[src/rtl/multi_debouncer_pkg.sv]
// Shared types and helpers for the multi-channel debouncer.
// Contents:
//   db_state_e - per-channel FSM state (LOW, QUAL_HI, HIGH, QUAL_LO)
//   cnt_width  - width of the per-channel stability/repeat counter
package multi_debouncer_pkg;

  typedef enum logic [1:0] {
    StLow    = 2'd0,
    StQualHi = 2'd1,
    StHigh   = 2'd2,
    StQualLo = 2'd3
  } db_state_e;

  // Counter must hold the largest terminal count of any mode.
  function automatic int unsigned cnt_width(input int unsigned stable_cycles,
                                            input int unsigned repeat_delay,
                                            input int unsigned repeat_period);
    int unsigned m;
    m = stable_cycles;
    if (repeat_delay > m) m = repeat_delay;
    if (repeat_period > m) m = repeat_period;
    return $clog2(m + 1);
  endfunction

endpackage

[src/rtl/multi_debouncer_channel.sv]
// One debouncer channel: synchroniser chain, stability counter and state machine.
// Optional auto-repeat of rise while held, enabled by MULTI_DEBOUNCER_REPEAT_EN.
// Ports:
//   clk   - system clock, rising edge
//   rst_n - synchronous active-low reset
//   raw   - raw asynchronous input
//   level - debounced level
//   rise  - one-cycle pulse on accepted 0->1 (and auto-repeat pulses)
//   fall  - one-cycle pulse on accepted 1->0
module debounce_channel
  import multi_debouncer_pkg::*;
#(
  parameter int unsigned SYNC_STAGES   = 2,
  parameter int unsigned STABLE_CYCLES = 128,
  parameter int unsigned REPEAT_DELAY  = 4096,
  parameter int unsigned REPEAT_PERIOD = 1024
) (
  input  logic clk,
  input  logic rst_n,
  input  logic raw,
  output logic level,
  output logic rise,
  output logic fall
);

  localparam int unsigned CntW = cnt_width(STABLE_CYCLES, REPEAT_DELAY, REPEAT_PERIOD);
  localparam logic [CntW-1:0] StableLast = CntW'(STABLE_CYCLES - 1);
  localparam logic [CntW-1:0] CntOne = CntW'(1);
  localparam logic [CntW-1:0] CntZero = '0;

  logic [SYNC_STAGES-1:0] sync_q;
  logic                   s;
  db_state_e              state_q, state_d;
  logic [CntW-1:0]        cnt_q, cnt_d;
  logic                   level_q, level_d;
  logic                   rise_q, rise_d;
  logic                   fall_q, fall_d;

`ifdef MULTI_DEBOUNCER_REPEAT_EN
  localparam logic [CntW-1:0] DelayLast = CntW'(REPEAT_DELAY - 1);
  localparam logic [CntW-1:0] PeriodLast = CntW'(REPEAT_PERIOD - 1);
  // Set once the first repeat has fired; selects the period instead of the delay.
  logic rep_q, rep_d;
`endif

  assign s = sync_q[SYNC_STAGES-1];

  always_ff @(posedge clk) begin
    if (!rst_n) begin
      sync_q  <= '0;
      state_q <= StLow;
      cnt_q   <= '0;
      level_q <= 1'b0;
      rise_q  <= 1'b0;
      fall_q  <= 1'b0;
`ifdef MULTI_DEBOUNCER_REPEAT_EN
      rep_q   <= 1'b0;
`endif
    end else begin
      sync_q  <= {sync_q[SYNC_STAGES-2:0], raw};
      state_q <= state_d;
      cnt_q   <= cnt_d;
      level_q <= level_d;
      rise_q  <= rise_d;
      fall_q  <= fall_d;
`ifdef MULTI_DEBOUNCER_REPEAT_EN
      rep_q   <= rep_d;
`endif
    end
  end

  always_comb begin
    state_d = state_q;
    cnt_d   = cnt_q;
    level_d = level_q;
    rise_d  = 1'b0;
    fall_d  = 1'b0;
`ifdef MULTI_DEBOUNCER_REPEAT_EN
    rep_d   = rep_q;
`endif
    unique case (state_q)
      StLow: begin
        if (s) begin
          state_d = StQualHi;
          cnt_d   = CntOne;
        end
      end
      StQualHi: begin
        if (!s) begin
          state_d = StLow;
          cnt_d   = CntZero;
        end else if (cnt_q == StableLast) begin
          state_d = StHigh;
          level_d = 1'b1;
          rise_d  = 1'b1;
          cnt_d   = CntZero;
        end else begin
          cnt_d = cnt_q + CntOne;
        end
      end
      StHigh: begin
        if (!s) begin
          state_d = StQualLo;
          cnt_d   = CntOne;
`ifdef MULTI_DEBOUNCER_REPEAT_EN
          rep_d   = 1'b0;
        end else if (cnt_q == (rep_q ? PeriodLast : DelayLast)) begin
          rise_d = 1'b1;
          rep_d  = 1'b1;
          cnt_d  = CntZero;
        end else begin
          cnt_d = cnt_q + CntOne;
`endif
        end
      end
      StQualLo: begin
        if (s) begin
          state_d = StHigh;
          cnt_d   = CntZero;
        end else if (cnt_q == StableLast) begin
          state_d = StLow;
          level_d = 1'b0;
          fall_d  = 1'b1;
          cnt_d   = CntZero;
        end else begin
          cnt_d = cnt_q + CntOne;
        end
      end
      default: begin
        state_d = StLow;
        cnt_d   = CntZero;
      end
    endcase
  end

  assign level = level_q;
  assign rise  = rise_q;
  assign fall  = fall_q;

endmodule

[src/rtl/multi_debouncer.sv]
// N-channel debouncer for buttons and switches.
// Optional auto-repeat of rise pulses while held: define MULTI_DEBOUNCER_REPEAT_EN.
// Ports:
//   clk      - system clock, rising edge
//   rst_n    - synchronous active-low reset
//   in       - raw asynchronous inputs, one per channel
//   level    - debounced levels
//   rise     - one-cycle pulses on accepted presses (and auto-repeats)
//   fall     - one-cycle pulses on accepted releases
//   any_rise - registered OR of rise, one cycle after rise
module multi_debouncer
  import multi_debouncer_pkg::*;
#(
  parameter int unsigned CHANNELS      = 4,
  parameter int unsigned SYNC_STAGES   = 2,
  parameter int unsigned STABLE_CYCLES = 128,
  parameter int unsigned REPEAT_DELAY  = 4096,
  parameter int unsigned REPEAT_PERIOD = 1024
) (
  input  logic                clk,
  input  logic                rst_n,
  input  logic [CHANNELS-1:0] in,
  output logic [CHANNELS-1:0] level,
  output logic [CHANNELS-1:0] rise,
  output logic [CHANNELS-1:0] fall,
  output logic                any_rise
);

  logic any_rise_q;

  for (genvar g = 0; g < CHANNELS; g++) begin : gen_ch
    debounce_channel #(
      .SYNC_STAGES  (SYNC_STAGES),
      .STABLE_CYCLES(STABLE_CYCLES),
      .REPEAT_DELAY (REPEAT_DELAY),
      .REPEAT_PERIOD(REPEAT_PERIOD)
    ) u_ch (
      .clk  (clk),
      .rst_n(rst_n),
      .raw  (in[g]),
      .level(level[g]),
      .rise (rise[g]),
      .fall (fall[g])
    );
  end

  always_ff @(posedge clk) begin
    if (!rst_n) begin
      any_rise_q <= 1'b0;
    end else begin
      any_rise_q <= |rise;
    end
  end

  assign any_rise = any_rise_q;

endmodule

[config.mk]
export PLATFORM = sky130hd
export DESIGN_NAME = multi_debouncer
export DESIGN_NICKNAME = d
export VERILOG_FILES = /design/src/rtl/multi_debouncer_pkg.sv /design/src/rtl/multi_debouncer_channel.sv /design/src/rtl/multi_debouncer.sv
export SDC_FILE = /design/constraint.sdc
export NUM_CORES = 1
export LEC_CHECK = 0
export ABC_CLOCK_PERIOD_IN_PS = 4700
export CORE_MARGIN = 1.5
export CORE_UTILIZATION = 60
export CTS_CLUSTER_DIAMETER = 120
export DETAILED_ROUTE_END_ITERATION = 8
export GPL_ROUTABILITY_DRIVEN = 0
export PLACE_DENSITY_LB_ADDON = 0.08
export SYNTH_ARGS = -nofsm -noshare
export SYNTH_HDL_FRONTEND = slang
export SYNTH_SLANG_ARGS = --single-unit
export TNS_END_PERCENT = 50
[constraint.sdc]
create_clock -name clk -period 4.7 [get_ports clk]
set_input_delay 0.94 -clock clk [delete_from_list [all_inputs] [get_ports clk]]
set_output_delay 0.94 -clock clk [all_outputs]
set_load 0.01 [all_outputs]
# After elaboration in Yosys (flattened, before gate mapping)
# Index checks and enable logic that the tools add are counted.
# op_classes
add_sub_neg,4
n_eq_ne,48
muxes,76
reduce_logical,29
n_bitwise,5
# op_table
operator,count
$mux 13,20
$pmux 13 s4,4
$add 13x1->13 const B,4
$eq 13x7->1 const B,4
$mux 2,24
$ne 2x1->1 const B,16
$pmux 2 s4,4
$mux 1,20
$reduce_and 5->1,4
$eq 2x2->1 const B,8
$ne 2x2->1 const B,8
$reduce_and 4->1,4
$ne 3x1->1 const B,4
$ne 3x3->1 const B,4
$reduce_and 3->1,4
$reduce_or 3->1,4
$eq 2x1->1 const B,4
$logic_not 2->1,4
$pmux 1 s2,4
$reduce_and 2->1,4
$reduce_bool 2->1,4
$not 1->1,5
$reduce_or 4->1,1
# word_totals
word_cells,187
ff_bits,81
out_inout_bits,13
inputBits,6

# Logic depth before layout (Yosys ltp)
# logic_depth
depth_word,4
ltp_mapped,7
mapped_depth_nobuf,5

# By module
# A second synthesis with hierarchy kept.
# unflattened
hier_cells,466
area_unflattened_um2,3937.5
# by_module_without_submodules
module,cells_each,seq_area_each_um2,area_each_um2,n_inst
debounce_channel (gen_ch[1].u_ch ...),116,400.4,969.7,3
debounce_channel (gen_ch[0].u_ch),116,400.4,997.2,1
multi_debouncer,2,20.0,31.3,1

# Worst setup path before layout
# No wires, ideal clock.
# synth_timing
kind,input to register
start,input rst_n
end,register gen_ch[1].u_ch.cnt_q[7]
n_path_buf,2
setup_time_ns,0.072
arrival_ns,2.048
path_stages,6
required_ns,4.628
slack_ns,2.580
path_cell_list,clkbuf_1 inv_1 clkbuf_1 nor3_1 a31oi_1 mux2i_1
# synth_rtl
element,line_no,text
"start, declared",multi_debouncer.sv:21,"input logic rst_n,"
"end signal, assigned",multi_debouncer_channel.sv:62,cnt_q <= cnt_d;
"end, declared",multi_debouncer_channel.sv:34,"logic [CntW-1:0] cnt_q, cnt_d;"

==> qor.txt <==
Simple-Gate Fraction of Synth Area -> 30.9%
Skew final -> 7.85 ps
Fin. Hold Viols -> 0
Syn Inst Count -> 485
Pwr Density -> 294 nW/µm²
# setup viols final -> 0
H-tree levels -> 3
Number of synthesized flops with an enable pin -> 0
Met2 Usage GRT -> 38.5%
RSZ-0062 raised after global routing -> no
HP Class -> reg -> reg
Area grow syn2layout -> 6.94%
Critical Path, Cell by Cell -> clkdlybuf4s50_1, inv_1, nor3_1, a31oi_1, o22ai_1
Leakage -> 1.40 nW
Hold-fix buffers, CTS -> 0
# clock sinks -> 81
Final max-slew violation count -> 0
CTS Buf Count -> 9
Worst-Skew Late Latency -> 350 ps
Post-CTS Setup Inserts -> 0
Period minus WS final -> 2750 ps
Antenna violations before repair -> 0
Slew Limit Headroom -> 44.7%
Vias per inst -> 6.29
Worst setup path start -> rst_n
TritonCTS clock tree -> built
Post-CTS Resized -> 0
Mean Syn Cell Area -> 8.33 µm²
Die Height -> 85.1 µm
Failing checks -> DRC
Drt total wl -> 8.48 mm
Worst Path Required -> 4980 ps
DRT iter0 DRCs -> 282
Compound-gate portion of the synthesized area -> 17.3%
TNS Setup -> 0 ps
WL/cell -> 15.1 µm
Met1 Usage GRT -> 35.2%
Crit-path max FO -> 24
Antenna viol nets, final -> 0
TritonRoute pass-1 iters -> 8
Site Rows -> 29
Clk root buf -> clkbuf_8
Total gr overflow -> 0
Initial Util -> 62.9%
Via count -> 3,542
Hold Path Origin -> gen_ch[1].u_ch.sync_q[0]
Final hold slack -> 436 ps
Number of synthesized register bits -> 81
DIE AREA -> 7240 µm²
Share of cells above drive strength 1 -> 4.94%
Syn Std Cell Area -> 4040 µm²
Reg-to-Reg Start -> gen_ch[3].u_ch.cnt_q[0]
Synth Area in XOR/XNOR -> 3.22%
Diodes inserted -> 0
Vias in the first global route -> 3,209
Largest stage delay on the critical path -> 710 ps
FMAX -> 364 MHz
Layout Nets -> 491
Distinct cells, synth -> 50
Commonest non-fill, non-tap cell in the layout -> dfxtp_1
CP Capture Type -> register
CP Buf/Inv Count -> 2
Status -> finished, violations left
GRT Util Overall -> 25.0%
I/O pins -> 19
Async SR Flop Fraction -> 0%
Adder-Cell Fraction of Synth Area -> 1.24%
Max-cap violations -> 0
Die span in x -> 85.1 µm
GRT busiest layer -> met2
Mux contribution to synthesized area -> 0.496%
Delay-heaviest family, CP -> buffers and inverters
Worst-Margin Slew -> 818 ps
Post-synth net total -> 495
Detailed-route DRC error count -> 2
Met3 Use GR -> 3.99%
Yosys warning count -> 0
Dpl hpwl -> 5.89 mm
Critical Path AT -> 3020 ps
Commonest non-fill, non-tap cells in the layout -> dfxtp_1 (81), a31oi_1 (41), nand2_1 (41)
Worst VDD drop -> 0.000192 V
Port Buf Inserts -> 18
Crit-path slowest cell -> clkdlybuf4s50_1
Final period util -> 58.4%
Largest net degree at the start of global routing -> 25
Primary FF master, synth -> dfxtp_1
Critical path class -> in -> reg
Global-route wire length before repair -> 14.8 mm
Post-synthesis sequential area ratio -> 40.1%
Worst setup SP type -> input port
Largest family of logic cells by synthesized area -> simple AND/OR/NAND/NOR gates
Clock buffer depth -> 2
Core area -> 6420 µm²
Clk slew on worst S/H paths -> 80 ps
==> cells by family (layout without fill, tap and decap cells) <==
group / after synthesis / in the layout
AO/OA/AOI/OAI: 111 / 111
adder cells (fa/ha/maj): 4 / 4
buffers and inverters: 53 / 54
multiplexers: 2 / 2
XOR/XNOR: 14 / 14
flip-flops: 81 / 81
AND/OR/NAND/NOR: 220 / 220
==> metrics by stage <==
stage / std cells / cell area (µm²) / setup WS [ps] / power, W / util [%]
final: 563 / 4320 / 1950 / 0.00127 / 67.3
after detailed placement: 547 / 4130 / 1620 / 0.000776 / 64.2
after global placement: 547 / 4130 / 1620 / 0.000775 / 64.2
after CTS: 563 / 4320 / 1980 / 0.00127 / 67.3
after floorplan: 485 / 4040 / 2580 / 0.000759 / -
after global routing: 563 / 4320 / 1750 / 0.00131 / 67.3
==> cells in the mapped netlist, types with 4 or more instances <==
master    instances  area share [%]
and2_1           14             2.2
nand4_1          23             3.6
nor2b_1           6            0.93
or3_1            16             2.5
and4_1            8             1.7
nor3b_1           5            0.93
nand3b_1          7             1.3
a21oi_1          13             1.6
o22ai_1           4            0.62
inv_1            19             1.8
dfxtp_1          81              40
nor2_1           11             1.0
clkbuf_1         16             1.5
o311ai_0          4            0.87
and3_1           12             1.9
o21ai_0          28             3.5
nor4_1            9             1.4
nand3_1          37             4.6
nand2_1          41             3.8
xor2_1           10             2.2
ha_1              4             1.2
a31oi_1          41             6.3
nor3_1           16             2.0
buf_4            12             2.2
==> where the power goes <==
group,internal (W),switching (W),total [W]
combinational,0.0000235,0.0000305,0.0000539
sequential,0.000696,0.0000109,0.000706
clock,0.000256,0.000252,0.000508
==> area by class of cell <==
type,instances,area [µm²]
Clock inverter,6,57.6
Sequential cell,81,1620
Tap cell,77,96.3
Multi-Input combinational cell,351,2150
Inverter,19,71.3
Fill cell,523,2100
Clock buffer,10,138
Timing Repair Buffer,19,188
==> layer usage <==
layer  share of wire (%)  up-vias
met4                 1.2        0
li1                    -     1811
met1                  50     1634
met5                   0        -
met3                 4.6        8
met2                  44       89
==> flip-flops by register name, summed over array words and instances (netlist names), named ones only <==
name / count
any_rise: 1
gen_ch.u_ch.cnt_q: 52
gen_ch.u_ch.fall: 4
gen_ch.u_ch.level: 4
gen_ch.u_ch.rise: 4
gen_ch.u_ch.state_q: 4
gen_ch.u_ch.sync_q: 8
==> worst register-to-register path: cells and delay by family (launching register included) <==
kind,cells,cell delay [ps]
and+or+nand+nor,4,1410
DFF,1,410
adders and majority gates,1,260
==> final timing paths <==
kind	depth (start not counted)	slack (ps)	to
worst min register to register	1	440	gen_ch[1].u_ch.sync_q[1]
worst max register to register	5	2520	gen_ch[3].u_ch.state_q[0]
worst max-delay path	5	1950	gen_ch[2].u_ch.cnt_q[10]
worst min-delay path	1	440	gen_ch[1].u_ch.sync_q[1]
Note: power is estimated with default switching activity, not from simulation.
==> patch 1, RTL diff (config.mk and constraints unchanged) <==
`REPEAT_DELAY` is set to 4096 in 2 places; all go to 16384.
--- a/src/rtl/multi_debouncer_channel.sv
+++ b/src/rtl/multi_debouncer_channel.sv
@@ -14,3 +14,3 @@
   parameter int unsigned STABLE_CYCLES = 128,
-  parameter int unsigned REPEAT_DELAY  = 4096,
+  parameter int unsigned REPEAT_DELAY  = 16384,
   parameter int unsigned REPEAT_PERIOD = 1024
--- a/src/rtl/multi_debouncer.sv
+++ b/src/rtl/multi_debouncer.sv
@@ -16,3 +16,3 @@
   parameter int unsigned STABLE_CYCLES = 128,
-  parameter int unsigned REPEAT_DELAY  = 4096,
+  parameter int unsigned REPEAT_DELAY  = 16384,
   parameter int unsigned REPEAT_PERIOD = 1024
Function: same outputs for any inputs over 10 cycles, from zero or initial values and one cycle with rst_n low; that may be too few to reach the edited logic, so the function may still have changed.
==> patch 1 against the original RTL <==
Combinational power fell by 5.8%. Global-route usage fell by 1.6 points. Power rose by 4.5%. Worst setup slack got worse by 280 ps. Design area rose by 6.5%. Critical path depth did not move. Wire length fell by 2.6%. Critical path type unchanged. Clock skew barely moved. Synthesized area rose by 5.4%. Largest power group unchanged. Sequential cell count rose by 8.
==> patch 1: results (changes against the original RTL) <==
[drt] WL met2 3.752 mm [was 3.760 mm]
[global_route] vias in the first global route 3170 [was 3209]
[synth] Post-Synthesis Net Count 505 [was 495]
[synth] cells taking the most area after synthesis dfxtp_1 42%, nand2_1 5.1%, nand3_1 4.4% [was dfxtp_1 40%, a31oi_1 6.3%, nand3_1 4.6%]
[synth] post-synthesis sequential area ratio 41.86% [was 40.14%]
[power] VDD IR-drop max 0.1907 mV [was 0.1923 mV]
[drt] met3 wire len 344 um [was 388 um]
[cells_and_area] number of filler instances in the final layout 622 [was 523]
[drt] Metal-1 WL 4.009 mm [was 4.226 mm]
[cells_and_area] final cell count without fillers 598 [was 563]
[global_route] first-pass GRT wire length 14.14 mm [was 14.84 mm]
[worst_setup_path] slowest stage delay, CP 1000 ps [was 710 ps]
[outcome] status complete, no violations [was finished with violations]
[synth] count of yosys warnings during synthesis 0 [unchanged]
[cells_and_area] area growth from synthesis to layout 8.083% [was 6.937%]
[drt] Iteration-0 DRC Markers 208 [was 282]
[worst_setup_path] worst reg2reg path depth 6 [was 5]
[placement] total placed cells including tap cells 582 [was 547]
[timing] worst clock skew on the final layout 8.307 ps [was 7.846 ps]
[global_route] met3 demand-to-capacity share in global routing 5.498% [was 3.988%]
[global_route] total track usage 23.42% [was 25.04%]
[drt] drt pass-1 iters 5 [was 8]
[placement] DP Area 4412 um^2 [was 4125 um^2]
[global_route] met1 usage in global routing 30.59% [was 35.20%]
[synth] count of cell types in the netlist 59 [was 50]
[power] sw frac 21.24% [was 23.11%]
[placement] setup slack after placement 1394 ps [was 1618 ps]
[synth] Commonest cells post-synth 89 x dfxtp_1, 58 x nand2_1, 37 x nand3_1 [was 81 x dfxtp_1, 41 x a31oi_1, 41 x nand2_1]
[drt] detail-routed via count per cell 5.911 [was 6.291]
[placement] DP Wirelength 5.679 mm [was 5.891 mm]
[patch 1: cell count changes after synthesis, sizes merged, moves of 7 or more]
cell / change
nand4: -11
a21o: +7
or3: -13
nand2: +17
a31oi: -18
a22o: +12
dfxtp: +8
inv: -11
nor2: +26
nor3b: +10
[patch 1: cells by family after synthesis]
logic type      share of synthesized area, %
flops                                  41.86
fa+ha+maj                              1.176
simple gates                           29.60
compound gates                         17.78
mux                                    1.646
buf+inv                                4.644
xor+xnor                               3.292
[patch 1: power by group through the flow]
stage / clock (mW) / combinational [mW] / sequential [mW]
after floorplan: 0 / 0.0390 / 0.783
after global placement: 0 / 0.0501 / 0.787
after detailed placement: 0 / 0.0509 / 0.787
after CTS: 0.523 / 0.0510 / 0.769
after global routing: 0.550 / 0.0564 / 0.771
final: 0.505 / 0.0508 / 0.769
[patch 1: worst reg2reg max path: cells and delay by family, from the launching register on]
family | cells | cell delay, ps
flops | 1 | 390
compound gates | 2 | 430
simple gates | 3 | 1220
fa+ha+maj | 1 | 240
[patch 1: final timing paths]
kind	from	end	slack [ps]
worst max-delay path	rst_n	gen_ch[1].u_ch.cnt_q[7]	1670
worst min-delay path	gen_ch[2].u_ch.sync_q[0]	gen_ch[2].u_ch.sync_q[1]	440
worst max register to register	gen_ch[2].u_ch.cnt_q[0]	gen_ch[2].u_ch.cnt_q[14]	2310
worst min register to register	gen_ch[2].u_ch.sync_q[0]	gen_ch[2].u_ch.sync_q[1]	440
[patch 1: area by class of cell]
cell class                 instances  area share (%)
inverter                           8          0.6527
clock inverter                     3          0.8703
tap                               96           2.611
sequential                        89           38.73
timing repair buffer              21           4.406
clock buffer                      13           3.236
multi-input combinational        368           49.50
==> patch 2, RTL diff (config.mk and constraints unchanged) <==
Without the edit above. Encoding of `db_state_e`: now Gray code (2 bits for 4 states).
--- a/src/rtl/multi_debouncer_pkg.sv
+++ b/src/rtl/multi_debouncer_pkg.sv
@@ -7,6 +7,6 @@
   typedef enum logic [1:0] {
-    StLow    = 2'd0,
-    StQualHi = 2'd1,
-    StHigh   = 2'd2,
-    StQualLo = 2'd3
+    StLow    = 2'b00,
+    StQualHi = 2'b01,
+    StHigh   = 2'b11,
+    StQualLo = 2'b10
   } db_state_e;
Behaviour: same outputs for any inputs over 10 cycles, from zero or initial values and one cycle with rst_n low; not proved beyond that.
==> patch 2 against the original RTL <==
Worst setup slack got worse by 270 ps. Wire length about the same. Critical endpoint is now gen_ch[0].u_ch.cnt_q[12]. Clock skew about the same. Global-route usage decreased by 0.70 points. Sequential share of layout area decreased by 2.1 points. Synthesized area increased by 5.3%. Highest routed layer unchanged. Sequential cell count unchanged. Design area increased by 6.1%. Die area increased by 5.1%.
Power is not compared: it rests on default switching activity, and its combinational part moved more than twofold at a synthesized area within 25%.
==> patch 2: results (changes against the original RTL) <==
[synth] count of cell types in the netlist 49 [was 50]
[cells_and_area] number of diodes added for antenna fixing 0 [unchanged]
[synth] Cells after Synth 498 [was 485]
[outcome] status complete, no violations [was finished with violations]
[synth] post-synthesis sequential area ratio 38.11% [was 40.14%]
[min_path] worst min path class reg2reg [unchanged]
[synth] Commonest cells post-synth 81 x dfxtp_1, 45 x nand2_1, 25 x clkbuf_1, 25 x nor3_1, 22 x nand3_1 [was 81 x dfxtp_1, 41 x a31oi_1, 41 x nand2_1]
[clock_tree] Longest Clk Path Bufs 2 [unchanged]
[drt] Iteration-0 DRC Markers 144 [was 282]
[clock_tree] clock latency at the later pin of the worst-skew pair 350 ps [about the same]
[clock_tree] Gates resized, CTS repair 0 [unchanged]
[global_route] antenna violations before repair 0 [unchanged]
[drt] drt wl/cell 14.35 um [was 15.06 um]
[drt] drt pass-1 iters 4 [was 8]
[placement] port bufs 18 [unchanged]
[synth] cells taking the most area after synthesis dfxtp_1 38%, ha_1 5.9%, nand2_1 4.0% [was dfxtp_1 40%, a31oi_1 6.3%, nand3_1 4.6%]
[cells_and_area] number of filler instances in the final layout 578 [was 523]
[drt] number of vias after detailed routing 3501 [was 3542]
[cells_and_area] final cell count without fillers 591 [was 563]
[global_route] first-pass GRT wire length 14.93 mm [was 14.84 mm]
[timing] worst hold slack after final layout 436.8 ps [was 435.8 ps]
[synth] count of yosys warnings during synthesis 0 [unchanged]
[cells_and_area] ratio of cells with drive above 1 in the final layout 5.253% [was 4.938%]
[worst_setup_path] signal arrival time at the worst endpoint 3290 ps [was 3020 ps]
[power] VDD IR-drop max 0.1899 mV
[clock_tree] Post-CTS Setup Bufs 0 [unchanged]
[synth] top flip-flop cell by instance count after synthesis dfxtp_1 [unchanged]
[worst_setup_path] Worst Path Max Fanout 31 [was 24]
[worst_setup_path] r2r setup slk 2360 ps [was 2520 ps]
[power] Leak 1.524 nW
[global_route] vias in the first global route 3299 [was 3209]
[clock_tree] clock input transition at the sequential cells of the worst setup and hold paths 80 ps [about the same]
[placement] total placed cells including tap cells 575 [was 547]
[placement] DP Wirelength 5.916 mm [was 5.891 mm]
[clock_tree] maximum level of the CTS H-tree 3 [unchanged]
[clock_tree] clock root cell clkbuf_8 [unchanged]
[global_route] total track usage 24.34% [was 25.04%]
[timing] worst clock skew on the final layout 7.541 ps [was 7.846 ps]
[timing] Worst Max-Slew Pin Slew 891.2 ps [was 818.1 ps]
[cells_and_area] Regs by FF count gen_ch.u_ch.cnt_q: 52 flops, gen_ch.u_ch.state_q: 8 flops, gen_ch.u_ch.sync_q: 8 flops [was gen_ch.u_ch.cnt_q: 52 flops, gen_ch.u_ch.sync_q: 8 flops]
[cells_and_area] Total Nets Final 516 [was 491]
[synth] FFs w/ async S/R, synth 0% [unchanged]
[global_route] largest net degree at the start of global routing 32 [was 25]
[clock_tree] CTS buffer count 9 [unchanged]
patch 2: area by class of cell:
cell class	instances	area (um^2)	area share, %
timing repair buffer	20	195.2	4.260
sequential	81	1622	35.39
clock buffer	12	135.1	2.949
inverter	16	60.06	1.311
tap	96	120.1	2.622
multi-input combinational	362	2374	51.80
clock inverter	4	76.32	1.666
patch 2: per-stage QoR:
stage          instance area [um^2]  power, mW  worst slack (ps)
5_1_grt                        4582      1.608              1463
6_report                       4582      1.536              1685
3_3_place_gp                   4370     0.9874              1413
2_1_floorplan                  4255     0.9385              2606
4_1_cts                        4582      1.538              1709
3_5_place_dp                   4370     0.9929              1370
patch 2: cells by family (layout without fill, tap and decap cells):
logic type	after synthesis	count (layout)	synth area share, %
AOI/OAI and AO/OA	84	84	12.32
buffers and inverters	55	52	6.116
and+or+nand+nor	219	219	28.82
adders and majority gates	20	20	5.881
muxes	17	17	4.234
xor gates and xnor gates	22	22	4.528
DFF	81	81	38.11
patch 2: path summary, 6_finish.rpt:
check                      startpoint                       end  depth (start not counted)
max                             rst_n  gen_ch[0].u_ch.cnt_q[12]                          6
min          gen_ch[2].u_ch.sync_q[0]  gen_ch[2].u_ch.sync_q[1]                          1
max reg2reg   gen_ch[0].u_ch.cnt_q[0]       gen_ch[0].u_ch.fall                          5
min reg2reg  gen_ch[2].u_ch.sync_q[0]  gen_ch[2].u_ch.sync_q[1]                          1
patch 2: critical path: stages:
cell	delay (ps)
clkdlybuf4s50_1	460
buf_4	270
inv_1	410
a21oi_1	750
nand2_1	230
o211ai_1	220
patch 2: per-layer routing:
layer | wire [um] | GRT usage [%] | up-vias
met5 | 0 | 0 | -
met4 | 164 | 9.235 | 0
met3 | 216 | 3.697 | 17
met2 | 3989 | 39.11 | 55
met1 | 4109 | 33.08 | 1644
li1 | - | - | 1785
patch 2: power by group:
part / internal, mW / leakage, nW / switching (mW) / total, mW
combinational: 0.0933 / 0.767 / 0.147 / 0.240
clock: 0.302 / 0.101 / 0.254 / 0.556
sequential: 0.713 / 0.656 / 0.0273 / 0.740
